### config.mk
export PLATFORM = sky130hd
export DESIGN_NAME = reg_unpacker
export DESIGN_NICKNAME = d
export VERILOG_FILES = /design/src/rtl/reg_unpacker.sv
export SDC_FILE = /design/constraint.sdc
export NUM_CORES = 1
export LEC_CHECK = 0
export ABC_AREA = 1
export BUFFER_PORTS_ARGS = -buffer_cell sky130_fd_sc_hd__buf_4
export CORE_UTILIZATION = 44
export CTS_CLUSTER_DIAMETER = 200
export DETAILED_ROUTE_END_ITERATION = 10
export PLACE_DENSITY = 0.79
export SKIP_CTS_REPAIR_TIMING = 1
export SLEW_MARGIN = 5
export SYNTH_ARGS = -nofsm -noshare
export SYNTH_HDL_FRONTEND = slang
export SYNTH_SLANG_ARGS = --single-unit
### constraint.sdc
create_clock -name i_clk -period 1.7 [get_ports i_clk]
set_input_delay 0.34 -clock i_clk [delete_from_list [all_inputs] [get_ports i_clk]]
set_output_delay 0.34 -clock i_clk [all_outputs]
set_load 0.05 [all_outputs]
### src/rtl/reg_unpacker.sv
// Word-to-slice unpacker: accepts a WIDTH-bit word and emits it LSB-first as NUM CHUNK-bit slices.
// Optional o_last marker port is built when REG_UNPACK_LAST_EN is defined.
module reg_unpacker #(
  parameter int WIDTH = 32,
  parameter int CHUNK = 8
) (
  input  logic             i_clk,
  input  logic             i_rst,
  input  logic [WIDTH-1:0] i_data_in,
  input  logic             i_valid,
  output logic             o_ready,
  output logic [CHUNK-1:0] o_data_out,
  output logic             o_valid,
  input  logic             i_ready,
`ifdef REG_UNPACK_LAST_EN
  output logic             o_last,
`endif
  output logic             o_busy
);

  localparam int NUM   = WIDTH / CHUNK;
  localparam int IDX_W = (NUM > 1) ? $clog2(NUM) : 1;
  localparam logic [IDX_W-1:0] LAST_IDX = IDX_W'(NUM - 1);

  typedef enum logic {IDLE = 1'b0, SHIFT = 1'b1} state_t;

  state_t             state, state_nx;
  logic [IDX_W-1:0]   idx, idx_nx;
  logic [WIDTH-1:0]   shreg, shreg_nx;
  logic               at_last, accept, xfer;

  assign at_last    = (idx == LAST_IDX);
  assign o_valid    = (state == SHIFT);
  assign o_busy     = (state == SHIFT);
  // Final slice leaving frees the register, so a new word can land on the same edge.
  assign o_ready    = (state == IDLE) || (at_last && i_ready);
  assign o_data_out = shreg[CHUNK-1:0];
  assign accept     = i_valid && o_ready;
  assign xfer       = o_valid && i_ready;

`ifdef REG_UNPACK_LAST_EN
  assign o_last     = o_valid && at_last;
`endif

  always_comb begin
    state_nx = state;
    idx_nx   = idx;
    shreg_nx = shreg;
    if (accept) begin
      shreg_nx = i_data_in;
      idx_nx   = '0;
      state_nx = SHIFT;
    end else if (xfer) begin
      // Shifting on the final slice too leaves the register zeroed when idle.
      shreg_nx = shreg >> CHUNK;
      if (at_last) begin
        idx_nx   = '0;
        state_nx = IDLE;
      end else begin
        idx_nx   = idx + 1'b1;
      end
    end
  end

  always_ff @(posedge i_clk) begin
    if (i_rst) begin
      state <= IDLE;
      idx   <= '0;
      shreg <= '0;
    end else begin
      state <= state_nx;
      idx   <= idx_nx;
      shreg <= shreg_nx;
    end
  end

endmodule

# Word-level counts from Yosys, hierarchy flattened
# Cells that the tools add are included.
[classes]
addsub = 1
eq_ne = 1
mux = 6
n_bitwise = 1
reduce_logical = 8
[op_table]
columns = ["op", "count"]
rows = [
  ["$mux 32", 2],
  ["$reduce_bool 2->1", 2],
  ["$logic_and 1x1->1", 3],
  ["$mux 1", 3],
  ["$add 2x1->2 const B", 1],
  ["$eq 2x2->1 const B", 1],
  ["$mux 2", 1],
  ["$reduce_and 2->1", 1],
  ["$reduce_or 2->1", 1],
  ["$logic_or 1x1->1", 1],
  ["$not 1->1", 1],
]
[totals]
reg_bits = 35
inputBits = 36
elab_cells = 20

# Depth between registers and ports, before layout
[depth]
ltp_word = 6
mapped_depth = 8
ltp_nobuf = 7

# Least setup slack after synthesis
# Ideal clock, no wire load.
[synth_path]
path_kind = "register -> register"
from = "register state (netlist: o_busy)"
to = "register shreg[5]"
setup_time_ns = 0.132
arrival_ns = 1.427
required_time_ns = 1.568
setup_slack_ns = 0.140
path_stages_with_launch = 7
path_buffers = 1
path_cell_list = "dfxtp_1 > nand2_2 > nand2_2 > clkbuf_1 > nand2_1 > nand2_1 > a21oi_1"
[synth_between]
elab_chain_cells = 4
elab_cells_between_ends = 6
cone_classes = "mux: 1; bitwise: 1; reduce/logical: 4"
[synth_rtl]
columns = ["element", "line", "rtl"]
rows = [
  ["start, declared", "27", "state_t state, state_nx;"],
  ["start signal, assigned", "71", "state <= state_nx;"],
  ["$not 1->1", "36", "assign o_ready = (state == IDLE) || (at_last && i_ready);"],
  ["$logic_or 1x1->1", "36", ""],
  ["$logic_and 1x1->1", "38", "assign accept = i_valid && o_ready;"],
  ["$mux 32 or $reduce_bool 2->1 (tied branches)", "--", ""],
  ["end signal, assigned", "73", "shreg <= shreg_nx;"],
  ["end, declared", "29", "logic [WIDTH-1:0] shreg, shreg_nx;"],
]
# Several ways; a longest one is shown, not always the timed one.
# A chain may end at the register's enable or synchronous reset.

# Worst setup path in the final report
[layout_path]
from = "register idx[0]"
to = "output o_ready"
[layout_between]
elab_chain_cells = 3
[layout_rtl]
columns = ["element", "line", "rtl"]
rows = [
  ["start, declared", "28", "logic [IDX_W-1:0] idx, idx_nx;"],
  ["start signal, assigned", "72", "idx <= idx_nx;"],
  ["$eq 2x2->1", "32", "assign at_last = (idx == LAST_IDX);"],
  ["$logic_and 1x1->1", "36", ""],
  ["$logic_or 1x1->1", "36", ""],
  ["end, declared", "11", "output logic o_ready,"],
]
# No other way between the ends.

==> flow_summary_export.csv <==
group,metric,value,unit
setup_path,crit_path_max_fanout,10,
place,place.gp.congestion,0.746,
setup_path,crit_arrival,1240,ps
clock_network,cts.sinks,35,
die,io_pins,47,
outcome,status,"completed",
timing,fin_crit,1580,ps
global_routing,antenna_found_initial,0,
clock_network,cts_tree,"done",
synthesis,synth_cell_types,15,
setup_path,crit_path_cell_trace,"ha_1, nand2_1, nand2_2, buf_6",
routing,viasPerCell,4.90,
timing,final-hold-violation-count,0,
die,die_h,65.7,microns
power_and_ir_drop,p_per_area,892,nW/um^2
timing,finalSetupViolCount,0,
synthesis,yosysTopAreaCell,"dfxtp_1",
setup_path,cp.required,1360,ps
clock_network,cts_root_buf,"clkbuf_8",
synthesis,synth_top_area_frac,0.392,
synthesis,synth_common_cells,"85 x nand2_1, 56 x nand3_1, 35 x dfxtp_1",
routing,vias,1714,
place,port_buffers,46,
die,core_area,3770,sq um
synthesis,synth.avg_cell_area,6.59,sq um
setup_path,worstSetupEndpointType,"output port",
synthesis,synth_seq_cells,35,
final_layout,final_nets,338,
place,dp_hpwl,2.50,mm
setup_path,cp_slowest_cell,"dfxtp_2",
routing,drtPass1Iterations,4,
final_layout,antenna_cells,0,
clock_network,clk_latency,290,ps
timing,fin_crit_sh,0.928,
synthesis,yosysSeqAreaShare,0.392,
final_layout,area_growth,21.1,%
setup_path,cp.buffers_inverters,1,
synthesis,yosys-top-cells-area,"dfxtp_1 39%, nand2_1 18%, nand3_1 16%",
timing,rsz0062_at_grt,"no",
synthesis,synthFlopType,"dfxtp_1",
die,dieArea,4320,sq um
clock_network,numCtsBuffers,5,
final_layout,drive_above_1_share,0.219,
timing,clock.fmax,634,MHz
setup_path,slowest_delay,330,ps
synthesis,synthesis.nets,308,
synthesis,synth_edf_count,0,
routing,routed_wl,3.76,mm
routing,ant_nets,0,
timing,skew,5.38,ps
die,fp.dieW,65.7,microns
clock_network,htree_levels,2,
setup_path,critPathKind,"reg -> out",
synthesis,synth_area,1790,sq um
setup_path,start_kind,"register",
power_and_ir_drop,p_leak,0.00108,uW
routing,drtIter0Drc,144,
routing,wl_per_cell,10.8,microns
routing,drc_errors,0,
global_routing,grt_overflow,0,
global_routing,grt_first_pass_wirelength,6.42,mm
min_path,min_path_type,"in -> reg",
final_layout,final_util,0.574,
synthesis,async_reset_ff_frac,0,
synthesis,yosys.cell_count.top_type,"nand2_1",
timing,maxSlewViolCount,0,
power_and_ir_drop,vdd_drop_max,0.579,mV
global_routing,grt_max_degree,42,
clock_network,clockBufferDepth,2,
clock_network,clkTransAtPathRegs,70,ps
timing,tns,0,ps
global_routing,grt_pass1_vias,1488,
synthesis,synth_cells,271,
flow_run,cap_violations,0,
setup_path,crit_family,"flip-flops",
timing,max-slew-margin-rel,0.730,
global_routing,track_usage,0.193,
die,start_util,0.474,
die,rows,22,
synthesis,yosysWarnings,0,
timing,tightest_slew,404,ps
-- path summary, 6_finish.rpt --
check,endpoint,startpoint,cells past startpoint,slack [ps]
setup / recovery,o_ready,idx[0]$_SDFFE_PP0P_,4,120
hold / removal,shreg[24]$_SDFFE_PP0P_,i_data_in[24],3,310
setup reg to reg,shreg[30]$_SDFFE_PP0P_,idx[0]$_SDFFE_PP0P_,8,180
hold reg to reg,shreg[16]$_SDFFE_PP0P_,shreg[16]$_SDFFE_PP0P_,2,480
-- where the power goes --
group          internal, uW  switching (uW)
Combinational           170             263
Sequential              885            33.9
Clock                   280             298
-- worst min-delay path: cells and delay by family --
| family | cells | cell delay, ps |
|---|---|---|
| simple gates | 1 | 50 |
| buf+inv | 1 | 100 |
| compound gates | 1 | 50 |
-- placed cells by master (no fill, tap or decap), drive strengths merged --
| cell | n |
|---|---|
| inv | 26 |
| buf | 52 |
| nand2 | 88 |
| clkbuf | 5 |
| ha | 1 |
| dfxtp | 35 |
| a211oi | 2 |
| clkinv | 3 |
| nand3 | 56 |
| a21oi | 33 |
| nor2 | 1 |
-- final cells by class --
| class | count | area (sq um) |
|---|---|---|
| clock buffer | 5 | 68.8 |
| clock inverter | 3 | 15.0 |
| fill | 393 | 1610 |
| inverter | 26 | 97.6 |
| multi-input combinational | 181 | 815 |
| sequential | 35 | 702 |
| tap | 48 | 60.1 |
| timing repair buffer | 52 | 407 |
-- per-layer routing --
layer,track usage,routed length (microns),vias to the layer above
li1,-,-,915
met1,0.243,1680,746
met2,0.309,1800,45
met3,0.0417,217,8
met4,0.0978,68,0
met5,0,0,-
-- flip-flops by register name (all words and copies together), names as in the netlist --
signal and cells:
shreg 32, o_busy 1, idx 2
-- cells by family after synthesis --
group,Yosys count,synth area share
adders and majority gates,1,0.00700
and+or+nand+nor,145,0.348
buffers and inverters,55,0.152
DFF,35,0.392
AOI/OAI and AO/OA,35,0.101
-- through the flow --
| step | hold WS, ps | std cells | instance area [sq um] | total power, uW | worst slack [ps] |
|---|---|---|---|---|---|
| after floorplan | 457 | 271 | 1790 | 1260 | 140 |
| after global placement | 469 | 343 | 2080 | 1370 | 324 |
| after detailed placement | 473 | 343 | 2080 | 1370 | 285 |
| after CTS | 304 | 351 | 2170 | 1950 | 17.6 |
| after global routing | 303 | 350 | 2160 | 2040 | 2.79 |
| final | 308 | 350 | 2160 | 1930 | 122 |
(Power assumes the default switching activity.)
